==> src/rtl/alu_arbiter_if.sv <==
// Handshake bundle between two ALU requesters, the arbiter and the shared ALU.
// Bit 0 is the MSB on every multi-bit field.
interface alu_arbiter_if;
    logic        req0_valid;
    logic        req0_ready;
    logic [0:31] req0_a;
    logic [0:31] req0_b;
    logic [0:3]  req0_ctrl;
    logic        req1_valid;
    logic        req1_ready;
    logic [0:31] req1_a;
    logic [0:31] req1_b;
    logic [0:3]  req1_ctrl;
    logic        resp0_valid;
    logic        resp0_ready;
    logic        resp1_valid;
    logic        resp1_ready;
    logic [0:31] resp_data;
    logic        resp_zero;
    logic        resp_of;
    logic [0:31] alu_a;
    logic [0:31] alu_b;
    logic [0:3]  alu_ctrl;
    logic [0:31] alu_out;
    logic        alu_zero;
    logic        alu_of;

    modport master (
        output req0_valid, req0_a, req0_b, req0_ctrl,
        output req1_valid, req1_a, req1_b, req1_ctrl,
        output resp0_ready, resp1_ready,
        output alu_out, alu_zero, alu_of,
        input  req0_ready, req1_ready,
        input  resp0_valid, resp1_valid,
        input  resp_data, resp_zero, resp_of,
        input  alu_a, alu_b, alu_ctrl
    );

    modport slave (
        input  req0_valid, req0_a, req0_b, req0_ctrl,
        input  req1_valid, req1_a, req1_b, req1_ctrl,
        input  resp0_ready, resp1_ready,
        input  alu_out, alu_zero, alu_of,
        output req0_ready, req1_ready,
        output resp0_valid, resp1_valid,
        output resp_data, resp_zero, resp_of,
        output alu_a, alu_b, alu_ctrl
    );
endinterface

==> src/rtl/alu_arbiter.sv <==
// Round-robin arbiter sharing one combinational ALU between two requesters.
// Operands are registered, held EXEC_CYCLES, then result and flags captured.
module alu_arbiter #(
    parameter int EXEC_CYCLES = 1
) (
    input logic         clk,
    input logic         rst_n,
    alu_arbiter_if.slave bus
);
    typedef enum logic [1:0] {IDLE, EXEC, RESP} state_t;

    state_t      state;
    state_t      state_nxt;
    logic        last_grant;
    logic        owner;
    logic        grant;
    logic        any_valid;
    logic        accept;
    logic        resp_done;
    logic [3:0]  cnt;
    logic [0:31] alu_a;
    logic [0:31] alu_b;
    logic [0:3]  alu_ctrl;
    logic [0:31] resp_data;
    logic        resp_zero;
    logic        resp_of;

    assign any_valid = bus.req0_valid | bus.req1_valid;
    // Under contention, hand the ALU to whoever did not win last time.
    assign grant = (bus.req0_valid & bus.req1_valid) ? ~last_grant
                                                     : bus.req1_valid;
    assign accept = (bus.req0_valid & bus.req0_ready)
                  | (bus.req1_valid & bus.req1_ready);
    assign resp_done = owner ? (bus.resp1_valid & bus.resp1_ready)
                             : (bus.resp0_valid & bus.resp0_ready);

    always_ff @(posedge clk or negedge rst_n) begin
        if (!rst_n) state <= IDLE;
        else        state <= state_nxt;
    end

    always_comb begin
        state_nxt = state;
        unique case (state)
            IDLE:    if (accept)      state_nxt = EXEC;
            EXEC:    if (cnt == 4'd0) state_nxt = RESP;
            RESP:    if (resp_done)   state_nxt = IDLE;
            default: state_nxt = IDLE;
        endcase
    end

    always_comb begin
        bus.req0_ready  = 1'b0;
        bus.req1_ready  = 1'b0;
        bus.resp0_valid = 1'b0;
        bus.resp1_valid = 1'b0;
        unique case (state)
            IDLE: begin
                bus.req0_ready = rst_n & any_valid & ~grant;
                bus.req1_ready = rst_n & any_valid & grant;
            end
            RESP: begin
                bus.resp0_valid = ~owner;
                bus.resp1_valid = owner;
            end
            default: ;
        endcase
    end

    always_ff @(posedge clk or negedge rst_n) begin
        if (!rst_n) begin
            last_grant <= 1'b1;
            owner      <= 1'b0;
            cnt        <= 4'd0;
            alu_a      <= '0;
            alu_b      <= '0;
            alu_ctrl   <= '0;
            resp_data  <= '0;
            resp_zero  <= 1'b0;
            resp_of    <= 1'b0;
        end else begin
            unique case (state)
                IDLE: if (accept) begin
                    alu_a      <= grant ? bus.req1_a : bus.req0_a;
                    alu_b      <= grant ? bus.req1_b : bus.req0_b;
                    alu_ctrl   <= grant ? bus.req1_ctrl : bus.req0_ctrl;
                    owner      <= grant;
                    last_grant <= grant;
                    cnt        <= 4'(EXEC_CYCLES - 1);
                end
                EXEC: if (cnt != 4'd0) begin
                    cnt <= cnt - 4'd1;
                end else begin
                    resp_data <= bus.alu_out;
                    resp_zero <= bus.alu_zero;
                    resp_of   <= bus.alu_of;
                end
                default: ;
            endcase
        end
    end

    assign bus.alu_a     = alu_a;
    assign bus.alu_b     = alu_b;
    assign bus.alu_ctrl  = alu_ctrl;
    assign bus.resp_data = resp_data;
    assign bus.resp_zero = resp_zero;
    assign bus.resp_of   = resp_of;
endmodule

==> src/flat_wrapper.sv <==
// flat-port wrapper written by rule: the top's interface ports become plain ports
module alu_arbiter_flat 
#(
    parameter int EXEC_CYCLES = 1
)
  (clk, rst_n, bus_req0_valid, bus_req0_a, bus_req0_b, bus_req0_ctrl, bus_req1_valid, bus_req1_a, bus_req1_b, bus_req1_ctrl, bus_resp0_ready, bus_resp1_ready, bus_alu_out, bus_alu_zero, bus_alu_of, bus_req0_ready, bus_req1_ready, bus_resp0_valid, bus_resp1_valid, bus_resp_data, bus_resp_zero, bus_resp_of, bus_alu_a, bus_alu_b, bus_alu_ctrl);
  alu_arbiter_if bus_i ();
  input logic clk;
  input logic rst_n;
  input wire logic [$bits(bus_i.req0_valid)-1:0] bus_req0_valid;
  input wire logic [$bits(bus_i.req0_a)-1:0] bus_req0_a;
  input wire logic [$bits(bus_i.req0_b)-1:0] bus_req0_b;
  input wire logic [$bits(bus_i.req0_ctrl)-1:0] bus_req0_ctrl;
  input wire logic [$bits(bus_i.req1_valid)-1:0] bus_req1_valid;
  input wire logic [$bits(bus_i.req1_a)-1:0] bus_req1_a;
  input wire logic [$bits(bus_i.req1_b)-1:0] bus_req1_b;
  input wire logic [$bits(bus_i.req1_ctrl)-1:0] bus_req1_ctrl;
  input wire logic [$bits(bus_i.resp0_ready)-1:0] bus_resp0_ready;
  input wire logic [$bits(bus_i.resp1_ready)-1:0] bus_resp1_ready;
  input wire logic [$bits(bus_i.alu_out)-1:0] bus_alu_out;
  input wire logic [$bits(bus_i.alu_zero)-1:0] bus_alu_zero;
  input wire logic [$bits(bus_i.alu_of)-1:0] bus_alu_of;
  output wire logic [$bits(bus_i.req0_ready)-1:0] bus_req0_ready;
  output wire logic [$bits(bus_i.req1_ready)-1:0] bus_req1_ready;
  output wire logic [$bits(bus_i.resp0_valid)-1:0] bus_resp0_valid;
  output wire logic [$bits(bus_i.resp1_valid)-1:0] bus_resp1_valid;
  output wire logic [$bits(bus_i.resp_data)-1:0] bus_resp_data;
  output wire logic [$bits(bus_i.resp_zero)-1:0] bus_resp_zero;
  output wire logic [$bits(bus_i.resp_of)-1:0] bus_resp_of;
  output wire logic [$bits(bus_i.alu_a)-1:0] bus_alu_a;
  output wire logic [$bits(bus_i.alu_b)-1:0] bus_alu_b;
  output wire logic [$bits(bus_i.alu_ctrl)-1:0] bus_alu_ctrl;
  assign bus_i.req0_valid = bus_req0_valid;
  assign bus_i.req0_a = bus_req0_a;
  assign bus_i.req0_b = bus_req0_b;
  assign bus_i.req0_ctrl = bus_req0_ctrl;
  assign bus_i.req1_valid = bus_req1_valid;
  assign bus_i.req1_a = bus_req1_a;
  assign bus_i.req1_b = bus_req1_b;
  assign bus_i.req1_ctrl = bus_req1_ctrl;
  assign bus_i.resp0_ready = bus_resp0_ready;
  assign bus_i.resp1_ready = bus_resp1_ready;
  assign bus_i.alu_out = bus_alu_out;
  assign bus_i.alu_zero = bus_alu_zero;
  assign bus_i.alu_of = bus_alu_of;
  assign bus_req0_ready = bus_i.req0_ready;
  assign bus_req1_ready = bus_i.req1_ready;
  assign bus_resp0_valid = bus_i.resp0_valid;
  assign bus_resp1_valid = bus_i.resp1_valid;
  assign bus_resp_data = bus_i.resp_data;
  assign bus_resp_zero = bus_i.resp_zero;
  assign bus_resp_of = bus_i.resp_of;
  assign bus_alu_a = bus_i.alu_a;
  assign bus_alu_b = bus_i.alu_b;
  assign bus_alu_ctrl = bus_i.alu_ctrl;
  alu_arbiter #(.EXEC_CYCLES(EXEC_CYCLES)) u_core (.clk(clk), .rst_n(rst_n), .bus(bus_i));
endmodule
==> config.mk <==
export PLATFORM = sky130hd
export DESIGN_NAME = alu_arbiter_flat
export DESIGN_NICKNAME = d
export VERILOG_FILES = /design/src/rtl/alu_arbiter_if.sv /design/src/rtl/alu_arbiter.sv /design/src/flat_wrapper.sv
export SDC_FILE = /design/constraint.sdc
export NUM_CORES = 1
export LEC_CHECK = 0
export CORE_MARGIN = 1
export CORE_UTILIZATION = 35
export DETAILED_ROUTE_END_ITERATION = 10
export MAX_ROUTING_LAYER = met4
export PLACE_DENSITY = 0.77
export SETUP_SLACK_MARGIN = 0.15
export SYNTH_ARGS = -nofsm -noshare
export SYNTH_HDL_FRONTEND = slang
export SYNTH_SLANG_ARGS = --single-unit
==> constraint.sdc <==
create_clock -name clk -period 1.7 [get_ports clk]
set_input_delay 0.425 -clock clk [delete_from_list [all_inputs] [get_ports clk]]
set_output_delay 0.425 -clock clk [all_outputs]
set_load 0.02 [all_outputs]
==> summary.md, run 1 <==
| Metric | Value |
|---|---|
| Routed wire length | 16.4 mm |
| CTS Buffer Depth | 2 |
| RSZ-0062 raised after global routing | true |
| Post-Syn Area | 5030 sq um |
| Initial antenna violation count | 1 |
| Sw frac | 36.0% |
| Startpoint types | register |
| Synth Flop Type | dfrtp_1 |
| Async SR Flop Fraction | 100% |
| GRT Util Overall | 22.2% |
| Hold Crit Class | in -> async |
| Syn_area_per_cell | 15.2 sq um |
| Synth cell types | 32 |
| Critical path's most frequent cell | buf_12 |
| Max-Cap Viols | 0 |
| Horiz. Die Dim | 122 um |
| Initial Util | 36.1% |
| Pleak | 4.25 nW |
| Vias in the first global route | 4,520 |
| Largest stage delay, worst path | 410 ps |
| Finished Core Util | 67.1% |
| Crit. End Element | register |
| DP Wirelength | 10.6 mm |
| Status | complete, but fails checks |
| Achievable frequency | 526 MHz |
| Total gr overflow | 0 |
| Starting DRT DRC Count | 112 |
| Clock sinks | 110 |
| Drt drc | 0 |
| Clock buffer count from CTS | 9 |
| CP cell instances | buf_6 > or3b_4 > nor2_4 > buf_12 > buf_12 > buf_16 > mux2_4 |
| Via count | 4,099 |
| Synth area leader | dfrtp_1 |
| DIE AREA | 14,900 sq um |
| Fin. Hold Viols | 0 |
| Met1 Use GR | 24.6% |
| Top-count cell post-synth | mux2_2 |
| Number of buffers added on ports | 281 |
| Crit path DAT | 2130 ps |
| Flops & latches, synth | 110 |
| Worst path slowest cell | dfrtp_1 |
| Pre-antenna DRT Iters | 4 |
| Max VDD drop | 806 uV |
| Synth-to-layout area growth | 85.7% |
| Clk_skew | 7.43 ps |
| Worst-Skew Late Latency | 350 ps |
| Clock transition at path regs | 80 ps |
| DR vias/cell | 4.83 |
| Final Setup Violations | 80 |
| Hold_ws | 264 ps |
| Ports | 282 |
| Post-synth EDFFs | 0 |
| Total power | 15.7 mW |
| Met2 usage | 39.3% |
| Largest net degree at the start of global routing | 68 |
| CP Class | reg -> reg |
| Cells after Synth | 331 |
| Sequential-to-total area share from yosys stat | 54.7% |
| Pwr/cell area | 1680 nW/um^2 |
| RD Place Congestion | 0.752 |
| Row cnt | 43 |
| Post-synth top cells | mux2_2 (161), dfrtp_1 (109), buf_2 (10) |
| Root buf cell | clkbuf_16 |
| Critical path required time | 1920 ps |
| Met3 global-route usage | 4.78% |
| Sequential Power Share | 30.3% |
| CTS tree | done |
| Clock group share of total power | 13.8% |
| First-pass GRT wire length | 24.0 mm |
| Internal | 10.0 mW |
| Measured slew at the worst slew-check pin | 617 ps |
| Busiest grt layer | met2 |
| Core footprint | 13,900 sq um |
| Mapped Nets | 509 |
| Share of cells above drive strength 1 | 39.4% |
| Slew Limit Fails | 0 |
| Fin crit share | 112% |
| Comb pwr share | 55.9% |
| Ys Warns | 0 |
| Synth top area share | 54.2% |
| Psw | 5.65 mW |
| # nets final | 841 |
| Die height | 122 um |
| H-Tree Depth | 3 |
| Main area contributors after synthesis | dfrtp_1 (54%), mux2_2 (36%), mux2_1 (2.0%) |
| Antenna-violating nets left | 0 |
| Final worst path period need | 1900 ps |
| Final setup margin | -201 ps |
| Critical path fanouts, max | 6 |
| Failing checks | negative setup slack |
| Slew HR | 58.8% |
| DR WL/cell | 19.3 um |
==> stage by stage <==
step / area (sq um) / setup TNS (ps) / worst slack, ps / instances
floorplan: 5120 / 0 / 30.8 / 331
global placement: 8230 / -53980 / -633 / 798
detailed placement: 8230 / -62270 / -682 / 798
CTS: 9070 / -10210 / -183 / 840
global route: 9350 / -15250 / -233 / 849
finish: 9350 / -10480 / -201 / 849
==> flip-flops by register name, indices dropped and copies added, names as in the netlist <==
| register | count |
|---|---|
| u_core.bus.resp_zero | 1 |
| u_core.state | 2 |
| u_core.bus.alu_b | 32 |
| u_core.bus.alu_a | 32 |
| u_core.bus.alu_ctrl | 4 |
| u_core.bus.resp_of | 1 |
| u_core.owner | 1 |
| u_core.last_grant | 1 |
| u_core.bus.resp_data | 32 |
| u_core.cnt | 4 |
==> power groups by stage <==
stage	registers (mW)	logic (mW)	clock network (mW)
2_1_floorplan	6.22	2.52	0
3_3_place_gp	4.65	7.65	0
3_5_place_dp	4.76	7.80	0
4_1_cts	4.70	8.23	2.23
5_1_grt	4.91	9.24	2.33
6_report	4.75	8.77	2.17
==> cell usage in the layout, fill, tap and decap left out, types with 2 or more instances in the layout <==
| cell | count |
|---|---|
| mux2_2 | 81 |
| clkbuf_16 | 12 |
| buf_16 | 12 |
| inv_2 | 2 |
| clkdlybuf4s50_1 | 172 |
| mux2_4 | 89 |
| dlygate4sd2_1 | 103 |
| mux2i_1 | 2 |
| dfrtp_1 | 109 |
| nand3b_1 | 2 |
| buf_6 | 10 |
| buf_12 | 5 |
| buf_4 | 31 |
| clkinv_4 | 3 |
| nor3b_2 | 2 |
==> path summary, 6_finish.rpt <==
| check | from | to | slack (ps) | depth (start not counted) |
|---|---|---|---|---|
| setup / recovery | u_core.state[1]$_DFFE_PN0P_ | u_core.bus.alu_a[16]$_DFFE_PN0P_ | -200 | 7 |
| hold / removal | rst_n | u_core.bus.alu_b[7]$_DFFE_PN0P_ | 260 | 3 |
| setup reg to reg | u_core.state[1]$_DFFE_PN0P_ | u_core.bus.alu_a[16]$_DFFE_PN0P_ | -200 | 7 |
| hold reg to reg | u_core.bus.resp_data[23]$_DFFE_PN0P_ | u_core.bus.resp_data[23]$_DFFE_PN0P_ | 500 | 1 |
| max in group asynchronous | rst_n | u_core.bus.alu_a[19]$_DFFE_PN0P_ | 430 | 4 |
| min in group clk | u_core.bus.resp_data[23]$_DFFE_PN0P_ | u_core.bus.resp_data[23]$_DFFE_PN0P_ | 500 | 1 |
==> layout make-up <==
cell class	instances	area [sq um]
Sequential cell	110	2750
Multi-Input combinational cell	201	2550
Tap cell	180	225
Fill cell	1027	4590
Clock inverter	6	70.1
Timing Repair Buffer	338	3500
Antenna cell	1	2.50
Inverter	3	11.3
Clock buffer	10	239
==> metal layers <==
layer	vias up	wire length, um
met5	-	0
met2	169	8510
met1	2029	6460
li1	1877	-
met4	0	361
met3	24	1100
==> kinds of logic (layout without fill, tap and decap cells) <==
logic type | Yosys count | after routing | synth area share (%)
buffers and inverters | 20 | 357 | 2.58
AND/OR/NAND/NOR | 15 | 15 | 2.26
other | 0 | 1 | 0
flip-flops | 110 | 110 | 54.7
adder cells (fa/ha/maj) | 2 | 2 | 0.497
AO/OA/AOI/OAI | 12 | 12 | 1.54
multiplexers | 172 | 172 | 38.4
==> repair_timing <==
action / CTS / global route
gates resized for setup: 196 / 44
buffers inserted: 16 / 5
pin swaps: 2 / 3
setup endpoints to repair: 277 / 112
hold buffers: 0 / 0
gates cloned: 10 / 3
==> critical path, delay by kind of cell, from the launching register on <==
| kind | cells | cell delay, ps |
|---|---|---|
| simple gates | 2 | 530 |
| flops | 1 | 410 |
| buf+inv | 4 | 520 |
| mux | 1 | 310 |
Power figures use the tool's default switching activity.
==> inputs of run 2 (changes only) <==
CAP_MARGIN = 20   (was default)
==> results of run 2 <==
Same layout as run 1: the final DEF is identical, and so are final timing and power.
